## src/rtl/regfile_write_bank.sv

```systemverilog
// regfile_write_bank: 32-register write bank with handshake writes and clear sweep; REGFILE_BYTE_WRITE_EN enables byte writes
module regfile_write_bank #(
  parameter int DATA_W = 32,
  parameter int ADDR_W = 5,
  parameter int CNT_W = 16
) (
  input  logic                           clk,
  input  logic                           rst_n,
  input  logic                           wr_valid,
  output logic                           wr_ready,
  input  logic [ADDR_W-1:0]              waddr,
  input  logic [DATA_W-1:0]              din,
  input  logic [DATA_W/8-1:0]            ben,
  input  logic                           clr_req,
  output logic                           clr_busy,
  output logic [(2**ADDR_W)*DATA_W-1:0]  regs_flat,
  output logic [CNT_W-1:0]               wr_cnt
);
  localparam int NREGS = 2**ADDR_W;
  typedef enum logic {IDLE, CLEAR} state_t;
  state_t state;
  logic [ADDR_W-1:0] clr_ptr;
  logic [DATA_W-1:0] regs [NREGS];
  logic [DATA_W-1:0] wmask;
  assign wr_ready = state == IDLE && !clr_req;
  assign clr_busy = state == CLEAR;
`ifdef REGFILE_BYTE_WRITE_EN
  for (genvar b = 0; b < DATA_W/8; b++) begin : g_mask
    assign wmask[8*b +: 8] = {8{ben[b]}};
  end
`else
  logic unused_ben;
  assign unused_ben = ^ben;
  assign wmask = '1;
`endif
  for (genvar k = 0; k < NREGS; k++) begin : g_flat
    assign regs_flat[k*DATA_W +: DATA_W] = regs[k];
  end
  always_ff @(posedge clk) begin
    if (!rst_n) begin
      for (int i = 0; i < NREGS; i++) regs[i] <= '0;
      wr_cnt <= '0;
      state <= IDLE;
      clr_ptr <= ADDR_W'(1);
    end else if (state == IDLE) begin
      if (clr_req) begin
        state <= CLEAR;
        clr_ptr <= ADDR_W'(1);
      end else if (wr_valid && waddr != '0) begin
        regs[waddr] <= (regs[waddr] & ~wmask) | (din & wmask);
        wr_cnt <= wr_cnt + CNT_W'(1);
      end
    end else begin
      regs[clr_ptr] <= '0;
      clr_ptr <= clr_ptr + ADDR_W'(1);
      if (clr_ptr == '1) state <= IDLE;
    end
  end
endmodule

```

## config.mk

```make
export PLATFORM = sky130hd
export DESIGN_NAME = regfile_write_bank
export DESIGN_NICKNAME = d
export VERILOG_FILES = /design/src/rtl/regfile_write_bank.sv
export SDC_FILE = /design/constraint.sdc
export NUM_CORES = 1
export LEC_CHECK = 0
export ABC_AREA = 1
export ABC_CLOCK_PERIOD_IN_PS = 3400
export CORE_AREA = 2 2 418 420
export DETAILED_ROUTE_END_ITERATION = 6
export DIE_AREA = 0 0 420 422
export HOLD_SLACK_MARGIN = 0.06
export SKIP_LAST_GASP = 1
export SLEW_MARGIN = 5
export SYNTH_ARGS = -nofsm -noshare
export SYNTH_HDL_FRONTEND = slang
export SYNTH_SLANG_ARGS = --single-unit
```

## constraint.sdc

```tcl
create_clock -name clk -period 3.4 [get_ports clk]
set_input_delay 0.68 -clock clk [delete_from_list [all_inputs] [get_ports clk]]
set_output_delay 0.68 -clock clk [all_outputs]
set_load 0.01 [all_outputs]
```

==> flow_summary.json <==
{
  "crit_start": "clr_busy$_SDFF_PN0_",
  "max-cap-violations": 0,
  "synth_common_cells": "1,024 x edfxtp_1, 924 x nor2_1, 119 x nand2_1",
  "maxSlewHeadroom_pct": 30.6,
  "grt_max_degree": 33,
  "cts_sinks": 1046,
  "insertion_delay_ns": 0.75,
  "drive_above_1_share_pct": 12.8,
  "post-cts-setup-buffers": 0,
  "synth_edf_count": 1024,
  "powerDensity_nw_per_um2": 526,
  "synth_top_area_share_pct": 80.3,
  "min_period_ns": 2.85,
  "grt_overflow_total": 0,
  "ys.flop_type": "edfxtp_1",
  "crit_type": "reg -> out",
  "io_buffers": 1082,
  "cts_root_buf": "clkbuf_16",
  "status": "complete, no violations",
  "p_leak_nw": 19.9,
  "initialDrtViolationCount": 2455,
  "ctsHoldBuffers": 0,
  "netlist_top_cells_area": "edfxtp_1 80%, nor2_1 9.1%, buf_6 2.5%",
  "rsz0062_at_grt": "no",
  "slew_violations": 0,
  "ios": 1087,
  "area_delta_synth_final_pct": 45.7,
  "clock_path_buffers": 3,
  "setup-violations-final": 0,
  "synth.distinct_cells": 34,
  "hold_viol_final": 0,
  "worstPathMaxFanout": 8,
  "ys_seq_elements": 1046,
  "rows": 153,
  "start_util_pct": 22.1,
  "die_area_sq_um": 177000,
  "tightest_slew_ns": 1.04,
  "regToRegStartpoint": "clr_busy$_SDFF_PN0_",
  "ant_nets": 0,
  "synth_cells": 2511,
  "synth_area_per_cell_sq_um": 15.2,
  "syn_area_sq_um": 38300,
  "final_nets": 3704,
  "synth_warnings": 0,
  "synth_seq_area_share_pct": 81.5,
  "avgRoutedWirePerCell_um": 26.7,
  "hp-start": "clr_ptr[2]$_SDFFE_PN0N_",
  "endpoint_kind": "primary output",
  "viasPerCell": 4.25,
  "power_mw": 29.3,
  "drcViolationCount": 0,
  "cts_buffers": 111,
  "cts.repair.resized": 0,
  "die_y_um": 422,
  "cts_tree": "yes",
  "async_reset_ff_share_pct": 0,
  "power.ir.vdd_worst_mv": 0.448,
  "synth_most_common_cell": "edfxtp_1",
  "vias": 25900,
  "fin_tns_setup_ns": 0,
  "critPathRequiredTime_ns": 2.72,
  "synth_top_area_cell": "edfxtp_1",
  "clock_skew_ns": 0.0413,
  "hpwl_um": 108000,
  "hp-class": "reg -> reg",
  "clk_pin_slew_ns": 0.07,
  "antenna_found_initial": 9,
  "gp_congestion": 0.781,
  "start_kind": "flip-flop",
  "clock.fmax_mhz": 351,
  "grt_pass1_wl_um": 213000,
  "finalCritPeriodShare_pct": 83.7,
  "drt_wl_total_um": 162000,
  "drtPass1Iterations": 5,
  "grt_usage_pct": 17.7,
  "htree_num_levels": 3,
  "grt_pass1_vias": 24800,
  "core_area_sq_um": 173000,
  "die_w_um": 420,
  "crit_arrival_ns": 2.17
}
[cells by family after synthesis]
logic type	share of synthesized area (%)
adder cells (fa/ha/maj)	0.0980
AND/OR/NAND/NOR	13.9
buffers and inverters	3.97
AO/OA/AOI/OAI	0.513
XOR/XNOR	0.0686
other	0.00979
flip-flops	81.5
[registers in the layout (all words and copies together), names as in the netlist]
register	count
clr_busy	1
clr_ptr	5
regs	1024
wr_cnt	16
[final timing paths]
check        cells past startpoint                        end  slack [ns]
max                              4                   wr_ready        0.55
min                              2    clr_ptr[2]$_SDFFE_PN0N_        0.51
max reg2reg                      7  regs[23][1]$_SDFFCE_PN0P_        0.64
min reg2reg                      2    clr_ptr[2]$_SDFFE_PN0N_        0.51
[area by class of cell]
type	count	area (sq um)
diodes	5	12.5
fillers	17000	117000
clock buffers	142	2960
repair buffers	1202	12200
multi-input cells	1269	5890
inverters	26	105
flip-flops and latches	1046	31200
well taps	2325	2910
clock inverters	65	510
[worst max-delay path: stages, from the launching register on]
cell	delay, ns
dfxtp_1	0.41
inv_1	0.15
nand2_1	0.09
inv_1	0.16
clkdlybuf4s50_1	0.63
[through the flow]
step           cell area [sq um]  utilization (%)  hold WS (ns)  std cells  setup slack (ns)
2_1_floorplan              38400                -         0.456       2542             0.555
3_3_place_gp               52300             30.3         0.486       5868             0.312
3_5_place_dp               52300             30.3         0.493       5868             0.318
4_1_cts                    55800             32.3         0.476       6075             0.386
5_1_grt                    55800             32.3         0.533       6078             0.407
6_report                   55800             32.3         0.505       6080             0.555
[layout by cell type (no fill, tap or decap), types with 3 or more instances in the layout]
cell type | netlist | final
o21ai_0 | 5 | 5
nor2_2 | 100 | 100
xor2_1 | 3 | 3
nand2_4 | 1 | 12
o21ai_4 | 3 | 3
nor2_8 | 3 | 3
diode_2 | 0 | 5
inv_1 | 23 | 23
clkinv_2 | 0 | 17
nand2_1 | 119 | 62
nand3_2 | 3 | 3
bufinv_16 | 0 | 4
nand2_2 | 1 | 47
inv_6 | 1 | 4
clkinv_1 | 0 | 32
a21oi_1 | 15 | 15
buf_12 | 0 | 38
clkbuf_1 | 97 | 27
clkbuf_16 | 0 | 113
clkinvlp_4 | 0 | 4
clkdlybuf4s50_1 | 0 | 1081
nor2_4 | 9 | 9
nor2_1 | 924 | 924
nand3_1 | 11 | 11
conb_1 | 1 | 32
ha_1 | 3 | 3
edfxtp_1 | 1024 | 1024
buf_4 | 3 | 83
clkinv_16 | 0 | 4
dfxtp_1 | 22 | 22
nand3_4 | 28 | 28
[layer usage]
layer  global-route usage, %  share of wire [%]  vias to the layer above  wire length [um]
met5                       0                  0                        -                 0
met4                    6.53                3.6                        0              5790
met3                    4.44                8.4                      287             13600
met2                    31.7                 52                     1485             84400
met1                    20.1                 36                    13300             58600
li1                        -                  -                    10800                 -
[where the power goes]
part | internal, mW | switching (mW)
Combinational | 1.03 | 1.81
Clock | 6.46 | 5.27
Sequential | 14.6 | 0.147
(Power assumes the default switching activity.)
